`src/rtl/dff_delay_bank_pkg.sv`:
```
`default_nettype none
// ============================================================================
//  Module      : dff_delay_bank_pkg
//  Description : Shared definitions for the dff_delay_bank registered-delay
//                element: mode encodings and a ceiling-log2 helper used to
//                size the fill counter.
//  Revision    : 1.0 - initial release
// ============================================================================
package dff_delay_bank_pkg;

   // Mode encodings; 2'b11 is reserved and behaves like MODE_HOLD.
   localparam logic [1:0] MODE_D    = 2'b00;
   localparam logic [1:0] MODE_T    = 2'b01;
   localparam logic [1:0] MODE_HOLD = 2'b10;

   // Smallest r such that (1 << r) >= value.
   function automatic int clog2(input int value);
      int r;
      r = 0;
      for (int i = 0; i < 31; i++) begin
         if ((1 << i) < value) begin
            r = i + 1;
         end
      end
      return r;
   endfunction

endpackage : dff_delay_bank_pkg
`default_nettype wire

```
`src/rtl/dff_delay_bank_stage.sv`:
```
`default_nettype none
// ============================================================================
//  Module      : dff_delay_bank_stage
//  Description : One WIDTH-bit stage of the delay bank. Asynchronous reset
//                and synchronous clear both load RST_VAL; clear has priority
//                over the load enable.
//  Ports       : clk   - rising-edge clock
//                rst   - asynchronous active-high reset
//                clr_i - synchronous clear
//                ld_i  - load enable (d_i captured when high)
//                d_i   - stage input
//                q_o   - stage output
//  Revision    : 1.0 - initial release
// ============================================================================
module dff_delay_bank_stage
   import dff_delay_bank_pkg::*;
#(
   parameter int               WIDTH   = 4,
   parameter logic [WIDTH-1:0] RST_VAL = {WIDTH{1'b0}}
) (
   input  logic             clk,
   input  logic             rst,
   input  logic             clr_i,
   input  logic             ld_i,
   input  logic [WIDTH-1:0] d_i,
   output logic [WIDTH-1:0] q_o
);

   logic [WIDTH-1:0] data_q;

   always_ff @(posedge clk or posedge rst) begin
      if (rst) begin
         data_q <= RST_VAL;
      end else if (clr_i) begin
         data_q <= RST_VAL;
      end else if (ld_i) begin
         data_q <= d_i;
      end
   end

   assign q_o = data_q;

endmodule : dff_delay_bank_stage
`default_nettype wire

```
`src/rtl/dff_delay_bank.sv`:
```
`default_nettype none
// ============================================================================
//  Module      : dff_delay_bank
//  Description : Bank of WIDTH independent channels, each a DEPTH-stage
//                register chain with enable, synchronous clear, toggle mode,
//                fill tracking and per-channel edge detection.
//  Ports       : clk   - rising-edge clock
//                reset - asynchronous active-high reset
//                en    - advance enable
//                clr   - synchronous clear (priority over en)
//                mode  - 00 shift, 01 toggle, 10/11 hold
//                d     - per-channel data in
//                q/qb  - last stage and its complement
//                rise  - q bit went 0->1 at the previous edge
//                fall  - q bit went 1->0 at the previous edge
//                valid - DEPTH advance cycles seen since reset/clear
//  Revision    : 1.0 - initial release
// ============================================================================
module dff_delay_bank
   import dff_delay_bank_pkg::*;
#(
   parameter int               WIDTH   = 4,
   parameter int               DEPTH   = 3,
   parameter logic [WIDTH-1:0] RST_VAL = {WIDTH{1'b0}}
) (
   input  logic             clk,
   input  logic             reset,
   input  logic             en,
   input  logic             clr,
   input  logic [1:0]       mode,
   input  logic [WIDTH-1:0] d,
   output logic [WIDTH-1:0] q,
   output logic [WIDTH-1:0] qb,
   output logic [WIDTH-1:0] rise,
   output logic [WIDTH-1:0] fall,
   output logic             valid
);

   localparam int FILL_W = clog2(DEPTH + 1);

   logic [WIDTH-1:0]  stage_q [DEPTH];
   logic [WIDTH-1:0]  stage0_d;
   logic              advance;
   logic [FILL_W-1:0] fill_q, fill_d;
   logic [WIDTH-1:0]  q_prev_q, q_prev_d;

   // Only shift and toggle modes move data; clear overrides everything.
   always_comb begin
      advance  = 1'b0;
      stage0_d = d;
      case (mode)
         MODE_D:    advance = en & ~clr;
         MODE_T: begin
            advance  = en & ~clr;
            stage0_d = stage_q[0] ^ d;
         end
         MODE_HOLD: advance = 1'b0;
         default:   advance = 1'b0;
      endcase
   end

   generate
      for (genvar gi = 0; gi < DEPTH; gi++) begin : g_stage
         if (gi == 0) begin : g_first
            dff_delay_bank_stage #(
               .WIDTH   (WIDTH),
               .RST_VAL (RST_VAL)
            ) u_stage (
               .clk   (clk),
               .rst   (reset),
               .clr_i (clr),
               .ld_i  (advance),
               .d_i   (stage0_d),
               .q_o   (stage_q[gi])
            );
         end else begin : g_chain
            dff_delay_bank_stage #(
               .WIDTH   (WIDTH),
               .RST_VAL (RST_VAL)
            ) u_stage (
               .clk   (clk),
               .rst   (reset),
               .clr_i (clr),
               .ld_i  (advance),
               .d_i   (stage_q[gi-1]),
               .q_o   (stage_q[gi])
            );
         end
      end
   endgenerate

   // Fill counter saturates at DEPTH so valid stays high once filled.
   always_comb begin
      fill_d = fill_q;
      if (clr) begin
         fill_d = '0;
      end else if (advance && (fill_q != FILL_W'(DEPTH))) begin
         fill_d = fill_q + FILL_W'(1);
      end
   end

   // q_prev follows q every edge; clearing it alongside the stages keeps a
   // clear from looking like a data transition on rise/fall.
   always_comb begin
      q_prev_d = q;
      if (clr) begin
         q_prev_d = RST_VAL;
      end
   end

   always_ff @(posedge clk or posedge reset) begin
      if (reset) begin
         fill_q   <= '0;
         q_prev_q <= RST_VAL;
      end else begin
         fill_q   <= fill_d;
         q_prev_q <= q_prev_d;
      end
   end

   assign q     = stage_q[DEPTH-1];
   assign qb    = ~q;
   assign rise  = q & ~q_prev_q;
   assign fall  = ~q & q_prev_q;
   assign valid = (fill_q == FILL_W'(DEPTH));

endmodule : dff_delay_bank
`default_nettype wire

```
`config.mk`:
```
export PLATFORM = sky130hd
export DESIGN_NAME = dff_delay_bank
export DESIGN_NICKNAME = d
export VERILOG_FILES = /design/src/rtl/dff_delay_bank_pkg.sv /design/src/rtl/dff_delay_bank_stage.sv /design/src/rtl/dff_delay_bank.sv
export SDC_FILE = /design/constraint.sdc
export NUM_CORES = 1
export LEC_CHECK = 0
export ABC_AREA = 1
export BUFFER_PORTS_ARGS = -buffer_cell sky130_fd_sc_hd__buf_2
export CAP_MARGIN = 20
export CORE_MARGIN = 2
export CORE_UTILIZATION = 50
export CTS_BUF_LIST = sky130_fd_sc_hd__clkbuf_16
export CTS_CLUSTER_SIZE = 30
export DETAILED_ROUTE_END_ITERATION = 12
export PLACE_DENSITY = 0.78
export SLEW_MARGIN = 10
export SYNTH_ARGS = -nofsm -noshare
export SYNTH_HDL_FRONTEND = slang
export SYNTH_HIERARCHICAL = 1
export SYNTH_SLANG_ARGS = --single-unit
```
`constraint.sdc`:
```
create_clock -name clk -period 2.3 [get_ports clk]
set_clock_uncertainty 0.05 [all_clocks]
set_input_delay 0.115 -clock clk [delete_from_list [all_inputs] [get_ports clk]]
set_output_delay 0.115 -clock clk [all_outputs]
set_load 0.02 [all_outputs]
```
After elaboration in Yosys (flattened, before gate mapping)
Cells that the tools add are included.
Word-level totals
  bits of input ports: 10
  register bits: 18
  output and inout port bits: 17
Cells by class
  bitwise operators: 7
  reduce and logical (&&, ||, !) cells: 5
  add/subtract/negate cells: 1
  mux-type cells: 11
  equal/unequal tests: 3
Operator list (number)
  4-bit two-way mux: 8
  4-bit bitwise AND: 2
  4-bit inverter: 2
  2-bit two-way mux: 2
  2-bit nonzero test: 2
  4-bit XOR: 1
  2-bit by 1-bit adder with 2-bit output, second input constant: 1
  2-bit by 1-bit == test with 1-bit output, second input constant: 1
  2-bit == test, second input constant: 1
  2-bit logical NOT: 1
  2-bit != test, second input constant: 1
  2-bit OR reduction: 1
  1-bit bitwise AND: 1
  1-bit logical AND: 1
  1-bit two-way mux: 1
  1-bit inverter: 1

Depth between registers and ports, before layout
  depth in word-level cells: 6
  mapped depth: 6
  depth with buffers taken out: 6

Hierarchy
The synthesis kept the hierarchy.
Modules (own cells, without submodules)
  dff_delay_bank_stage: area each 163.9 µm², times used 3, cells an instance 19
  dff_delay_bank: area each 364.1 µm², times used 1, cells an instance 52

Worst setup path before layout
No wires, ideal clock.
  path kind: reg-to-reg
  from: register fill_q[0]
  to: register fill_q[0]
  path buffers: 0
  library setup time: 0.116 ns
  clock period less this slack: 1.139 ns
  arrival: 0.972 ns
  stages on the path, launching flop included: 6
  setup slack: 1.161 ns
  cell sequence: dfrtp_1 > ha_1 > inv_1 > nand3_1 > nand3_1 > nand2_1
On the way
  cells in the longest elaborated chain, start to end: 3
  elaborated cells between the ends (all ways): 6
RTL lines
  from (decl): line dff_delay_bank.sv:44  | logic [FILL_W-1:0] fill_q, fill_d;
  from (signal assigned): line dff_delay_bank.sv:116  | fill_q <= fill_d;
  2-bit by 1-bit adder with 2-bit output / 2-bit != test (equally long branches): line dff_delay_bank.sv:98, dff_delay_bank.sv:97
  2-bit two-way mux / 1-bit logical AND (equally long branches): line dff_delay_bank.sv:97  | end else if (advance && (fill_q != FILL_W'(DEPTH))) begin
  2-bit two-way mux / 2-bit nonzero test (equally long branches)
Parallel ways exist; a longest one is shown, timed or not. The select of a mux whose other input is x is not followed.
A chain may end at the register's enable or synchronous reset.

Worst setup path in the final report
  from: input port clr
  to: register g_stage[0].g_first.u_stage.data_q[0]
On the way
  cells in the longest elaborated chain, start to end: 4
  elaborated cells between the ends (all ways): 5
RTL lines
  from (decl): line dff_delay_bank.sv:29  | input logic clr,
  1-bit inverter: line dff_delay_bank.sv:52, dff_delay_bank.sv:54
  1-bit bitwise AND: line dff_delay_bank.sv:52, dff_delay_bank.sv:54
  1-bit two-way mux
  net advance: line dff_delay_bank.sv:43  | logic advance;
  2-bit nonzero test (no line)
  to (signal assigned): line dff_delay_bank_stage.sv:37  | data_q <= d_i;
  to (decl): line dff_delay_bank_stage.sv:29  | logic [WIDTH-1:0] data_q;
The timed path passes the listed nets, and every way through them passes these cells.

==> flow_results.xml <==
<?xml version="1.0" encoding="UTF-8"?>
<metrics>
  <group name="place">
    <metric name="postPlaceCellArea" unit="µm²">1010</metric>
    <metric name="gp_congestion" unit="">0.731</metric>
    <metric name="dpl.cell_count" unit="">151</metric>
    <metric name="place.detailed.hpwl" unit="µm">1290</metric>
    <metric name="numPortBuffers" unit="">26</metric>
    <metric name="place_ws" unit="ns">0.890</metric>
  </group>
  <group name="layout">
    <metric name="layout.cells.most_common_list" unit="">sky130_fd_sc_hd__nand2_1 (32), sky130_fd_sc_hd__buf_2 (26), sky130_fd_sc_hd__dfrtp_1 (18)</metric>
    <metric name="finalNonFillerCells" unit="">156</metric>
    <metric name="areaGrowthSynthToFinish" unit="%">27.9</metric>
    <metric name="insertedDiodeCount" unit="">0</metric>
    <metric name="final_core_util" unit="%">70.2</metric>
    <metric name="layout.cell_area.non_filler" unit="µm²">1090</metric>
    <metric name="layout-drive-gt1-share" unit="%">25.7</metric>
    <metric name="layout.cells.most_common" unit="">sky130_fd_sc_hd__nand2_1</metric>
    <metric name="nNetsFinal" unit="">152</metric>
  </group>
  <group name="logic_synthesis">
    <metric name="synth_top_area_share" unit="%">52.6</metric>
    <metric name="synth_adder_area_share" unit="%">1.46</metric>
    <metric name="synth_compound_area_share" unit="%">0</metric>
    <metric name="synth_area_leader_cell" unit="">sky130_fd_sc_hd__dfrtp_1</metric>
    <metric name="post_synth_main_area_contributors" unit="">sky130_fd_sc_hd__dfrtp_1 (53%), sky130_fd_sc_hd__nand2_1 (14%), sky130_fd_sc_hd__nand3_1 (9.4%)</metric>
    <metric name="synthesis.area_per_instance" unit="µm²">7.85</metric>
    <metric name="synth_cell_types" unit="">10</metric>
    <metric name="synthSimpleGateAreaFrac" unit="%">33.9</metric>
    <metric name="dominant_combinational_cell_family_by_area_after_synthesis" unit="">simple AND/OR/NAND/NOR gates</metric>
    <metric name="synth.yosys.seq_area_share" unit="%">52.6</metric>
    <metric name="ys_warns" unit="">6</metric>
    <metric name="synth.net_count" unit="">120</metric>
    <metric name="cell_count_after_synthesis" unit="">109</metric>
    <metric name="total_standard_cell_area_after_synthesis" unit="µm²">856</metric>
    <metric name="synth.mux.area_fraction" unit="%">0</metric>
    <metric name="register_bit_count_reported_by_yosys" unit="">18</metric>
    <metric name="parity_gate_share_of_the_synthesized_area_counting_xor_and_xnor_cells" unit="%">4.09</metric>
  </group>
  <group name="global_routing">
    <metric name="groute.layer.met1.usage" unit="%">21.4</metric>
    <metric name="globalRouteTotalUtil" unit="%">20.3</metric>
    <metric name="overflow" unit="">0</metric>
    <metric name="grt_start_max_net_pins" unit="">17</metric>
    <metric name="grt_pass1_vias" unit="">704</metric>
    <metric name="grt_first_pass_wirelength" unit="µm">2870</metric>
    <metric name="antenna_found_initial" unit="">0</metric>
    <metric name="groute.layer.met3.usage" unit="%">2.78</metric>
    <metric name="grt_use_met2" unit="%">36.3</metric>
    <metric name="globalRoute.busiestLayer" unit="">met2</metric>
  </group>
  <group name="floorplanning">
    <metric name="core-area" unit="µm²">1560</metric>
    <metric name="start_util" unit="%">54.9</metric>
    <metric name="area_of_the_die" unit="µm²">2060</metric>
    <metric name="row_count" unit="">14</metric>
    <metric name="floorplan.die.width" unit="µm">45.4</metric>
    <metric name="num_io_pins" unit="">27</metric>
    <metric name="die-height" unit="µm">45.4</metric>
  </group>
  <group name="worst_setup_path">
    <metric name="crit_type" unit="">input pin to flop</metric>
    <metric name="r2r-start" unit="">fill_q[0]</metric>
    <metric name="critPathRequiredTime" unit="ns">2.38</metric>
    <metric name="worst_ep_arrival_time" unit="ns">1.27</metric>
    <metric name="critical_path.max_fanout" unit="">16</metric>
    <metric name="setup.worst_path.start_class" unit="">input pin</metric>
    <metric name="worstSetupEndpointType" unit="">flop</metric>
    <metric name="worstSetupStartpoint" unit="">clr</metric>
  </group>
  <group name="power_and_ir_drop">
    <metric name="vdd_ir_drop_max" unit="mV">0.509</metric>
    <metric name="static_leakage_power" unit="nW">0.657</metric>
    <metric name="power.density_cell_area" unit="nW/µm²">662</metric>
  </group>
  <group name="detailed_routing">
    <metric name="drt-vias-per-instance" unit="">5.17</metric>
    <metric name="detail_route.wl_per_cell" unit="µm">11.5</metric>
    <metric name="drtPass1Iterations" unit="">4</metric>
    <metric name="vias" unit="">807</metric>
    <metric name="remaining_drc_errors" unit="">0</metric>
    <metric name="first_iter_violations" unit="">14</metric>
    <metric name="postRouteAntennaNets" unit="">0</metric>
    <metric name="totalWireLength" unit="µm">1790</metric>
  </group>
  <group name="worst_hold_path">
    <metric name="worst_min_delay_path_class" unit="">input pin to flop</metric>
    <metric name="min_from" unit="">d[3]</metric>
  </group>
  <group name="outcome">
    <metric name="result_of_the_run" unit="">complete, no violations</metric>
  </group>
  <group name="sta">
    <metric name="max-slew-margin-rel" unit="%">55.2</metric>
    <metric name="worst_slew_pin_slew" unit="ns">0.671</metric>
    <metric name="finalSetupViolCount" unit="">0</metric>
    <metric name="setup_tns" unit="ns">0</metric>
    <metric name="postLayoutSetupSlackWorst" unit="ns">1.11</metric>
    <metric name="layout_min_cycle_time" unit="ns">1.19</metric>
    <metric name="fmaxAchievable" unit="MHz">843</metric>
    <metric name="rsz0062_at_grt" unit="">false</metric>
    <metric name="final_number_of_hold_violating_endpoints" unit="">0</metric>
    <metric name="layout_worst_path_cycle_share" unit="%">51.6</metric>
    <metric name="timing_max_transition_violations_final" unit="">0</metric>
  </group>
  <group name="clock_network">
    <metric name="cts.htree.levels" unit="">1</metric>
    <metric name="worst_setup_hold_path_clk_slew" unit="ns">0.05</metric>
    <metric name="cts_tree" unit="">yes</metric>
    <metric name="clock_tree.root_cell" unit="">sky130_fd_sc_hd__clkbuf_16</metric>
    <metric name="clkSinkCount" unit="">18</metric>
    <metric name="post_cts_buffers" unit="">0</metric>
    <metric name="clock_insertion_delay_worst_skew" unit="ns">0.24</metric>
    <metric name="ctsHoldBuffers" unit="">1</metric>
    <metric name="max-clock-path-buffers" unit="">2</metric>
    <metric name="cts_resized" unit="">0</metric>
    <metric name="tritoncts.num_buffers" unit="">3</metric>
  </group>
  <group name="run">
    <metric name="drv.max_cap_violation_count" unit="">0</metric>
  </group>
</metrics>
kinds of logic (layout without fill, tap and decap cells):
family	count (synthesis)	in the layout
and+or+nand+nor	68	68
DFF	18	18
buffers and inverters	18	49
xor gates and xnor gates	4	4
adders and majority gates	1	1
critical path, stage by stage:
cell	delay (ns)
sky130_fd_sc_hd__buf_2	0.19
sky130_fd_sc_hd__inv_2	0.12
sky130_fd_sc_hd__nand2_2	0.06
sky130_fd_sc_hd__nor2_2	0.52
sky130_fd_sc_hd__nor2_2	0.12
sky130_fd_sc_hd__nand2_1	0.09
sky130_fd_sc_hd__nand2_1	0.05
registers in the layout, indices dropped and copies added, names as in the netlist:
| signal | flops |
|---|---|
| q_prev_q | 4 |
| g_stage.g_first.u_stage/q_o | 4 |
| g_stage.g_chain.u_stage/q_o | 8 |
| fill_q | 2 |
power breakdown:
| part | total, mW | switching [mW] | leakage, nW | internal, mW |
|---|---|---|---|---|
| Sequential | 0.328 | 0.00482 | 0.249 | 0.324 |
| Clock | 0.340 | 0.109 | 0.0385 | 0.231 |
| Combinational | 0.0564 | 0.0366 | 0.370 | 0.0197 |
| Total | 0.725 | 0.151 | 0.657 | 0.574 |
path summary, 6_finish.rpt:
| kind | endpoint | slack (ns) | cells after the start |
|---|---|---|---|
| worst min register to register | g_stage[1].g_chain.u_stage/q_o[2] | 0.42 | 2 |
| max in group asynchronous | q_prev_q[3] | 1.67 | 3 |
| min in group asynchronous | g_stage[1].g_chain.u_stage/q_o[0] | 0.30 | 3 |
| worst max-delay path | g_stage[0].g_first.u_stage/q_o[0] | 1.11 | 7 |
| worst max register to register | fill_q[0] | 1.14 | 6 |
| worst min-delay path | g_stage[0].g_first.u_stage/q_o[3] | 0.12 | 4 |
per-stage QoR:
| stage | total power, mW | hold WS (ns) |
|---|---|---|
| global placement | 0.385 | -0.0182 |
| finish | 0.725 | 0.117 |
| floorplan | 0.366 | -0.169 |
| global route | 0.754 | 0.140 |
| CTS | 0.731 | 0.118 |
| detailed placement | 0.388 | -0.0191 |
cell type report:
| class | count | area, µm² |
|---|---|---|
| fillers | 139 | 464 |
| flip-flops and latches | 18 | 450 |
| multi-input cells | 73 | 338 |
| repair buffers | 27 | 140 |
| clock buffers | 3 | 75.1 |
| inverters | 18 | 67.6 |
| well taps | 16 | 20.0 |
| clock inverters | 1 | 3.75 |
layer usage:
| metal | vias to the layer above | wire length, µm |
|---|---|---|
| met5 | - | 0 |
| met3 | 6 | 83 |
| met4 | 0 | 57 |
| met1 | 372 | 690 |
| li1 | 393 | - |
| met2 | 36 | 960 |
cell usage after synthesis:
cell	number
sky130_fd_sc_hd__nor2_1	14
sky130_fd_sc_hd__nand2_2	1
sky130_fd_sc_hd__xnor2_1	4
sky130_fd_sc_hd__dfrtp_1	18
sky130_fd_sc_hd__ha_1	1
sky130_fd_sc_hd__nand2_1	32
sky130_fd_sc_hd__nand3_1	16
sky130_fd_sc_hd__inv_2	1
sky130_fd_sc_hd__nor2_2	5
sky130_fd_sc_hd__inv_1	17
Note: power is estimated with default switching activity, not from simulation.
